<file path="src/rtl/cpu_types_pkg.sv">
// Shared CPU types: register index, data word and the queued write request.
// Also provides a helper that decodes a register index to a one-hot mask.
package cpu_types_pkg;

    typedef logic [31:0] word_t;
    typedef logic [4:0]  regbits_t;

    localparam int ARB_DEPTH = 2;

    typedef struct packed {
        regbits_t sel;
        word_t    dat;
    } wr_req_t;

    function automatic word_t reg_mask(input regbits_t r);
        word_t m;
        m    = '0;
        m[r] = 1'b1;
        return m;
    endfunction

endpackage

</file>
<file path="src/rtl/rf_write_arbiter_wr_fifo.sv">
// Two-entry write-request FIFO with occupancy count.
// Also reports which registers its valid entries target.
module wr_fifo
    import cpu_types_pkg::*;
(
    input  logic        CLK,
    input  logic        nRST,
    input  logic        push,
    input  wr_req_t     din,
    input  logic        pop,
    output logic [1:0]  count,
    output logic        full,
    output logic        empty,
    output wr_req_t     head,
    output logic [31:0] pend
);

    wr_req_t mem [ARB_DEPTH];
    logic    rptr;
    logic    wptr;

    assign full  = (count == 2'(ARB_DEPTH));
    assign empty = (count == 2'd0);
    assign head  = empty ? '0 : mem[rptr];

    always_ff @(posedge CLK or negedge nRST) begin
        if (!nRST) begin
            mem[0] <= '0;
            mem[1] <= '0;
            rptr   <= 1'b0;
            wptr   <= 1'b0;
            count  <= 2'd0;
        end else begin
            if (push) begin
                mem[wptr] <= din;
                wptr      <= ~wptr;
            end
            if (pop) begin
                rptr <= ~rptr;
            end
            unique case ({push, pop})
                2'b10:   count <= count + 2'd1;
                2'b01:   count <= count - 2'd1;
                default: count <= count;
            endcase
        end
    end

    // Only occupied slots contribute; register 0 is never reported.
    always_comb begin
        pend = '0;
        if (count != 2'd0) begin
            pend = pend | reg_mask(mem[rptr].sel);
        end
        if (count == 2'd2) begin
            pend = pend | reg_mask(mem[~rptr].sel);
        end
        pend[0] = 1'b0;
    end

endmodule

</file>
<file path="src/rtl/rf_write_arbiter.sv">
// Two-port register-file write arbiter; one write issued per cycle.
// RF_ARB_RR_EN selects round-robin, otherwise port 0 has fixed priority.
module rf_write_arbiter
    import cpu_types_pkg::*;
(
    input  logic        CLK,
    input  logic        nRST,
    input  logic        req0_valid,
    input  logic [4:0]  req0_sel,
    input  logic [31:0] req0_dat,
    output logic        req0_ready,
    input  logic        req1_valid,
    input  logic [4:0]  req1_sel,
    input  logic [31:0] req1_dat,
    output logic        req1_ready,
    output logic        rf_WEN,
    output logic [4:0]  rf_wsel,
    output logic [31:0] rf_wdat,
    output logic [31:0] pending
);

    logic        push0, push1;
    logic        gnt0, gnt1;
    logic        full0, full1;
    logic        empty0, empty1;
    logic [1:0]  cnt0, cnt1;
    wr_req_t     head0, head1;
    wr_req_t     din0, din1;
    logic [31:0] pend0, pend1;

    assign req0_ready = !full0;
    assign req1_ready = !full1;

    // Writes to register 0 are accepted but dropped here.
    assign push0 = req0_valid && req0_ready && (req0_sel != 5'd0);
    assign push1 = req1_valid && req1_ready && (req1_sel != 5'd0);

    assign din0 = '{sel: req0_sel, dat: req0_dat};
    assign din1 = '{sel: req1_sel, dat: req1_dat};

    wr_fifo u_fifo0 (
        .CLK   (CLK),
        .nRST  (nRST),
        .push  (push0),
        .din   (din0),
        .pop   (gnt0),
        .count (cnt0),
        .full  (full0),
        .empty (empty0),
        .head  (head0),
        .pend  (pend0)
    );

    wr_fifo u_fifo1 (
        .CLK   (CLK),
        .nRST  (nRST),
        .push  (push1),
        .din   (din1),
        .pop   (gnt1),
        .count (cnt1),
        .full  (full1),
        .empty (empty1),
        .head  (head1),
        .pend  (pend1)
    );

`ifdef RF_ARB_RR_EN
    logic last;

    always_ff @(posedge CLK or negedge nRST) begin
        if (!nRST) begin
            last <= 1'b1;
        end else if (gnt0) begin
            last <= 1'b0;
        end else if (gnt1) begin
            last <= 1'b1;
        end
    end

    always_comb begin
        gnt0 = 1'b0;
        gnt1 = 1'b0;
        unique case (1'b1)
            (!empty0 && (empty1 || last)):  gnt0 = 1'b1;
            (!empty1 && (empty0 || !last)): gnt1 = 1'b1;
            default: ;
        endcase
    end
`else
    always_comb begin
        gnt0 = 1'b0;
        gnt1 = 1'b0;
        unique case (1'b1)
            (!empty0):           gnt0 = 1'b1;
            (empty0 && !empty1): gnt1 = 1'b1;
            default: ;
        endcase
    end
`endif

    always_comb begin
        rf_WEN  = 1'b0;
        rf_wsel = '0;
        rf_wdat = '0;
        unique case (1'b1)
            gnt0: begin
                rf_WEN  = 1'b1;
                rf_wsel = head0.sel;
                rf_wdat = head0.dat;
            end
            gnt1: begin
                rf_WEN  = 1'b1;
                rf_wsel = head1.sel;
                rf_wdat = head1.dat;
            end
            default: ;
        endcase
    end

    assign pending = pend0 | pend1;

endmodule

</file>
<file path="config.mk">
export PLATFORM = sky130hd
export DESIGN_NAME = rf_write_arbiter
export DESIGN_NICKNAME = d
export VERILOG_FILES = /design/src/rtl/cpu_types_pkg.sv /design/src/rtl/rf_write_arbiter_wr_fifo.sv /design/src/rtl/rf_write_arbiter.sv
export SDC_FILE = /design/constraint.sdc
export NUM_CORES = 1
export LEC_CHECK = 0
export ABC_CLOCK_PERIOD_IN_PS = 2650
export CAP_MARGIN = 15
export CORE_MARGIN = 3
export CORE_UTILIZATION = 45
export CTS_CLUSTER_DIAMETER = 200
export DETAILED_ROUTE_END_ITERATION = 6
export GPL_ROUTABILITY_DRIVEN = 0
export PLACE_DENSITY = 0.69
export RECOVER_POWER = 50
export SYNTH_ARGS = -nofsm -noshare
export SYNTH_HDL_FRONTEND = slang
export SYNTH_HIERARCHICAL = 1
export SYNTH_SLANG_ARGS = --single-unit
export TNS_END_PERCENT = 50
</file>
<file path="constraint.sdc">
create_clock -name CLK -period 2.65 [get_ports CLK]
set_clock_uncertainty 0.2 [all_clocks]
set_input_delay 0.53 -clock CLK [delete_from_list [all_inputs] [get_ports CLK]]
set_output_delay 0.53 -clock CLK [all_outputs]
set_load 0.05 [all_outputs]
</file>
==> metrics.txt, run 1 <==
result of the run=finished with violations; violations in the final reports=max-capacitance violations, max-slew violations, negative setup slack; clock tree from TritonCTS=built; Ys Warns=6; count of fill cells added during filler insertion=1,532; htree depth=4; area used by multi-input combinational logic=0.00546 mm²; fraction of layout cells with a size suffix above 1=between 40 and 50%; post-layout worst setup margin=-0.311 ns; slack of the worst reg-to-reg path=between 0.1 and 0.15 ns; maximum clock frequency=338 MHz; Mapped Area=between 0.009 and 0.01 mm²; critical-path maximum fanout=21; first-pass GRT wire length=40,000 µm; worst hold-check path type=register to register; classification of the worst setup path=register to output port; CP Launch Type=register; Clock Root Buffer=clkbuf_16; via count of the first global-routing pass=7,313; final critical-path required period=approximately 3.0 ns; Hold Path End=u_fifo1/mem[50]$_DFFE_PN0P_; Antenna Violating Nets Remaining=0; WHS=0.289 ns; clock transition at the register clock pins on the worst setup and hold paths after CTS=0.06 ns; Placed Cells=1,207; final critical-path share of the clock period=112%; ant diodes=0; fin. max-slew vios=63; number of instances in the synthesized netlist=780; remaining global-route overflow=0; WP data required=1.92 ns; initial antenna violation count=1; crit path DAT=2.23 ns; Finished Layout Cells=roughly 1.3k; wire length reported by the detailed router=25,900 µm; HPWL after detailed placement=17,300 µm; worst hold path depth=1; Initial DRT Pass Iterations=5; Sequential Area=0.00391 mm²; FF-to-FF path depth=6; post-synthesis sequential element count=156; insertion delay of the later-clocked pin in the worst-skew pair=0.42 ns; number of violations of the max-capacitance limit=1; destination of the worst register-to-register timing path=u_fifo1/mem[65]$_DFFE_PN0P_; delay of the slowest cell on the worst path=0.53 ns; Remaining DRCs=0; Initial Utilization=46.0%; placeable core region=0.0203 mm²; Max transition margin=-5.58%; placement row count=between 50 and 60; number of distinct library cells after synthesis=44; RSZ-0062 raised after global routing=yes; Layout area overhead=42.0%; average detailed-routed wire length per instance=20.5 µm; number of port buffers=148; cell breakdown of the critical path=buf_12, mux2_4, o21ai_2, o22ai_1, or2_2, buf_6; detailed-route via count=7,162; number of synthesized flops with an enable pin=0; CTS Buf Count=17; maximum number of pins on one net before global-route repair=63; FF-to-FF Start=u_fifo1/count[1]$_DFFE_PN0P_; delay-heaviest family, CP=flip-flops; area of the die=0.0225 mm²; number of buffer and inverter instances along the worst setup path=2; register area share after synthesis=41.8%; final net count=approximately 1.1k; Num Clock Sinks=~160; library cell with the highest instance count after synthesis=dfrtp_1; most instantiated flip-flop cell in the synthesis netlist=dfrtp_1; number of top-level pins=150; kind of end point of the critical path=output port; fraction of synthesized cell area taken by the top area cell type=41.8%; width of the die=between 150 and 200 µm; die boundary height=roughly 150 µm; Async SR Flop Fraction=100%; Longest Clk Path Bufs=2; setup violators final=64; Synth area leaders=dfrtp_1 (42%), mux2_2 (15%), mux2i_1 (8.0%); total nets after synthesis=860; measured slew at the worst slew-check pin=approximately 1.6 ns; master of the slowest instance on the critical path=dfrtp_4; post-synthesis cell type with the largest combined area=dfrtp_1; Starting DRT DRC Count=370; dpl ws=-0.392 ns; hold violation count in the final report=0; worst hold path startpoint=u_fifo1/mem[50]$_DFFE_PN0P_; total global-route track usage=a little under a quarter; via count normalized by instance count=5.68; top cells by count, synth=dfrtp_1 (156), mux2_2 (122), nor2_1 (78); post-synthesis average cell area=12.0 µm²
-- registers in the layout, summed over array words and instances, names as in the netlist --
register / flops
u_fifo0/wptr: 1
u_fifo1/count: 2
u_fifo0/count: 2
u_fifo0/rptr: 1
u_fifo0/mem: 74
u_fifo1/mem: 74
u_fifo1/wptr: 1
u_fifo1/rptr: 1
-- routing by layer --
layer | track usage, % | part of all wire [%] | routed length [µm]
met5 | 0 | 0.050 | 13
met4 | 6.08 | 2.0 | 527
met3 | 5.51 | 5.9 | 1520
met2 | 38.4 | 49 | 12800
met1 | 29.9 | 43 | 11000
-- kinds of logic after synthesis --
logic type	after synthesis	synth area share [%]
AND/OR/NAND/NOR	176	11.4
other	2	0.0804
multiplexers	236	29.1
buffers and inverters	57	5.29
XOR/XNOR	10	0.938
adder cells (fa/ha/maj)	2	0.268
flip-flops	156	41.8
AO/OA/AOI/OAI	141	11.2
-- metrics by stage --
stage | utilization (%) | TNS (ns) | instance area, µm²
floorplan | - | 0 | 9340
global placement | 56.9 | -21.05 | 11600
detailed placement | 56.9 | -25.88 | 11600
CTS | 64.1 | -12.51 | 13000
global route | 65.3 | -19.09 | 13300
finish | 65.3 | -10.74 | 13300
-- cell type report --
cell class	count	share of cell area (%)
well taps	270	2.55
clock inverters	12	1.26
inverters	5	0.179
repair buffers	232	21.8
multi-input cells	567	41.2
flip-flops and latches	156	29.5
clock buffers	20	3.52
-- worst max-delay path by stage --
stage                                       startpoint                     endpoint  slack [ns]  depth (start not counted)
after global placement                     req0_sel[1]  u_fifo0/mem[50]$_DFFE_PN0P_       -0.33                          6
after CTS                     u_fifo1/rptr$_DFFE_PN0P_                  pending[27]       -0.28                          6
after global routing          u_fifo0/rptr$_DFFE_PN0P_                   pending[2]       -0.39                          6
after detailed placement                   req0_sel[3]  u_fifo0/mem[49]$_DFFE_PN0P_       -0.39                          6
after floorplan           u_fifo0/count[0]$_DFFE_PN0P_                   rf_wdat[0]        0.05                          7
final                         u_fifo1/rptr$_DFFE_PN0P_                  pending[23]       -0.31                          6
-- repair_timing --
action	CTS	global route
cloned	7	1
pin swaps	21	3
hold buffers	1	0
setup buffers	12	1
resized for setup	124	42
endpoints found under the hold margin	57	0
setup endpoints to repair	69	105
-- cells in the final DEF, fill, tap and decap left out, drive strengths merged, types with 5 or more instances in the layout --
cell           count
clkbuf            25
o21ai             32
buf              149
a22o              37
nor3b             18
clkdlybuf4s50     76
nand3             10
dfrtp            156
nor2              80
xor2               6
mux2             156
clkinv             8
or2               32
o22ai             68
mux2i             80
nor3               6
and3b             16
inv                5
Power of run 1 is left out: the tool's default activity adds up to more than one toggle a clock period on the data nets, which glitch-free logic cannot reach.
==> inputs of run 2 (changes only) <==
CELL_PAD_IN_SITES_DETAIL_PLACEMENT = 1   (was not set)
CELL_PAD_IN_SITES_GLOBAL_PLACEMENT = 2   (was not set)
CORE_UTILIZATION = 36   (was 45)
PLACE_DENSITY = not set   (was 0.69)
PLACE_DENSITY_LB_ADDON = 0.1   (was not set)
==> metrics.txt, run 2 (synthesis gave the netlist of run 1 again) <==
instance area at placement=0.0116 mm² (+0.28%); Clock Root Buffer=clkbuf_16; RSZ-0062 raised after global routing=yes; delay of the slowest cell on the worst path=0.49 ns (-0.04 ns); Antenna Violating Nets Remaining=0 (unchanged); Num Clock Sinks=156 (unchanged); crit path DAT=2.30 ns (+0.07 ns); number of violations of the max-capacitance limit=0 (-1); final net count=1,077 (+1.7%); placeable core region=0.0253 mm² (+25%); post-route cell area=0.0142 mm² (+7.3%); fin. max-slew vios=0 (-100%); Regs by FF count=u_fifo0/mem (74), u_fifo1/mem (74); crit-path most repeated cell=buf_6; detailed-route via count=7,394 (+3.2%); worst hold-check path type=register to register; final critical-path share of the clock period=114% (+2.7 points); via count of the first global-routing pass=8,126 (+11%); wire length reported by the detailed router=31,700 µm (+22%); hold violation count in the final report=0 (unchanged); post-layout worst setup margin=-0.382 ns (-0.0711 ns); violations in the final reports=negative setup slack; cell breakdown of the critical path=buf_8, buf_6, and3b_2, o21ai_4, o22ai_1, or2_2, buf_6; clock transition at the register clock pins on the worst setup and hold paths after CTS=0.07 ns (about the same); dpl ws=-0.479 ns (-0.0873 ns); area of the die=0.0279 mm² (+24%); number of port buffers=148 (unchanged); classification of the worst setup path=register to output port; critical-path maximum fanout=6 (-71%); measured slew at the worst slew-check pin=1.17 ns (-0.411 ns); result of the run=finished with violations; Placed Cells=1,260 (+4.4%); commonest non-fill, non-tap cell in the layout=dfrtp_1; clock tree from TritonCTS=built; fraction of layout cells with a size suffix above 1=54.8% (+5.7 points); number of top-level pins=150 (unchanged); Longest Clk Path Bufs=2 (unchanged); first-pass GRT wire length=47,300 µm (+18%); htree depth=4 (unchanged); commonest non-fill, non-tap cells in the layout=dfrtp_1 (152), mux2_2 (116), clkdlybuf4s50_1 (76); CTS Buf Count=17 (unchanged); Starting DRT DRC Count=286 (-23%); total global-route track usage=21.5% (-1.5 points); die boundary height=167 µm (+11%); average detailed-routed wire length per instance=23.6 µm (+15%); width of the die=167 µm (+11%); initial antenna violation count=0 (-1); kind of end point of the critical path=output port; master of the slowest instance on the critical path=dfrtp_4; maximum clock frequency=330 MHz (-2.3%); HPWL after detailed placement=20,700 µm (+20%); count of fill cells added during filler insertion=2,449 (+60%); WP data required=1.92 ns (about the same); Remaining DRCs=0 (unchanged); via count normalized by instance count=5.51 (-2.8%); Initial DRT Pass Iterations=4 (-1); insertion delay of the later-clocked pin in the worst-skew pair=0.43 ns (about the same); CP Launch Type=register; Finished Layout Cells=1,341 (+6.3%); Max transition margin=21.8% (+27 points); remaining global-route overflow=0 (unchanged); final critical-path required period=3.03 ns (+0.0711 ns); maximum number of pins on one net before global-route repair=46 (-27%); Layout area overhead=52.3%; post-route core utilization=56.2% (-9.2 points); placement row count=58 (+12%); Initial Utilization=36.9% (-9.1 points); setup violators final=68 (+6.3%)
-- run 2: area by class of cell --
cell class              count  area [µm²]  share of cell area, %
multi-input cells         567        6040                   42.5
inverters                   5        23.8                  0.167
repair buffers            250        3220                   22.6
diodes                      1        2.50                 0.0176
clock buffers              18         439                   3.09
clock inverters            14         176                   1.24
well taps                 330         413                   2.90
flip-flops and latches    156        3910                   27.5
-- run 2: timing repair --
action	in CTS	in global routing
pin swaps	42	58
endpoints found under the setup margin	97	97
hold buffers	1	0
setup buffers	27	12
endpoints found under the hold margin	41	0
gates cloned	5	3
resized for setup	193	116
-- run 2: per-layer routing --
metal | GRT usage [%] | part of all wire [%]
met5 | 0 | 0
met4 | 5.99 | 1.4
met3 | 2.82 | 2.8
met1 | 26.3 | 42
met2 | 39.5 | 54
-- run 2: worst max-delay path, delay by kind of cell, from the launching register on --
| family | cells | cell delay [ns] |
|---|---|---|
| buf+inv | 3 | 0.42 |
| flops | 1 | 0.49 |
| simple gates | 2 | 0.55 |
| compound gates | 2 | 0.41 |
-- run 2: path summary, 6_finish.rpt --
check                                             startpoint                     endpoint  slack (ns)  depth (start not counted)
worst max-delay path                u_fifo0/rptr$_DFFE_PN0P_                  pending[31]       -0.38                          7
min in group asynchronous                               nRST     u_fifo0/wptr$_DFFE_PN0P_        0.66                          2
worst min-delay path             u_fifo1/mem[50]$_DFFE_PN0P_  u_fifo1/mem[50]$_DFFE_PN0P_        0.30                          1
max in group asynchronous                               nRST  u_fifo1/mem[37]$_DFFE_PN0P_        0.25                          3
worst max register to register  u_fifo1/count[1]$_DFFE_PN0P_  u_fifo1/mem[67]$_DFFE_PN0P_        0.08                          6
worst min register to register   u_fifo1/mem[50]$_DFFE_PN0P_  u_fifo1/mem[50]$_DFFE_PN0P_        0.30                          1
-- run 2: through the flow --
| stage | hold slack, ns | setup TNS [ns] |
|---|---|---|
| after floorplan | 0.0344 | 0 |
| after global placement | 0.270 | -26.67 |
| after detailed placement | 0.283 | -35.01 |
| after CTS | 0.299 | -16.32 |
| after global routing | 0.317 | -23.86 |
| final | 0.299 | -16.75 |
Power of run 2 is left out for the same reason.
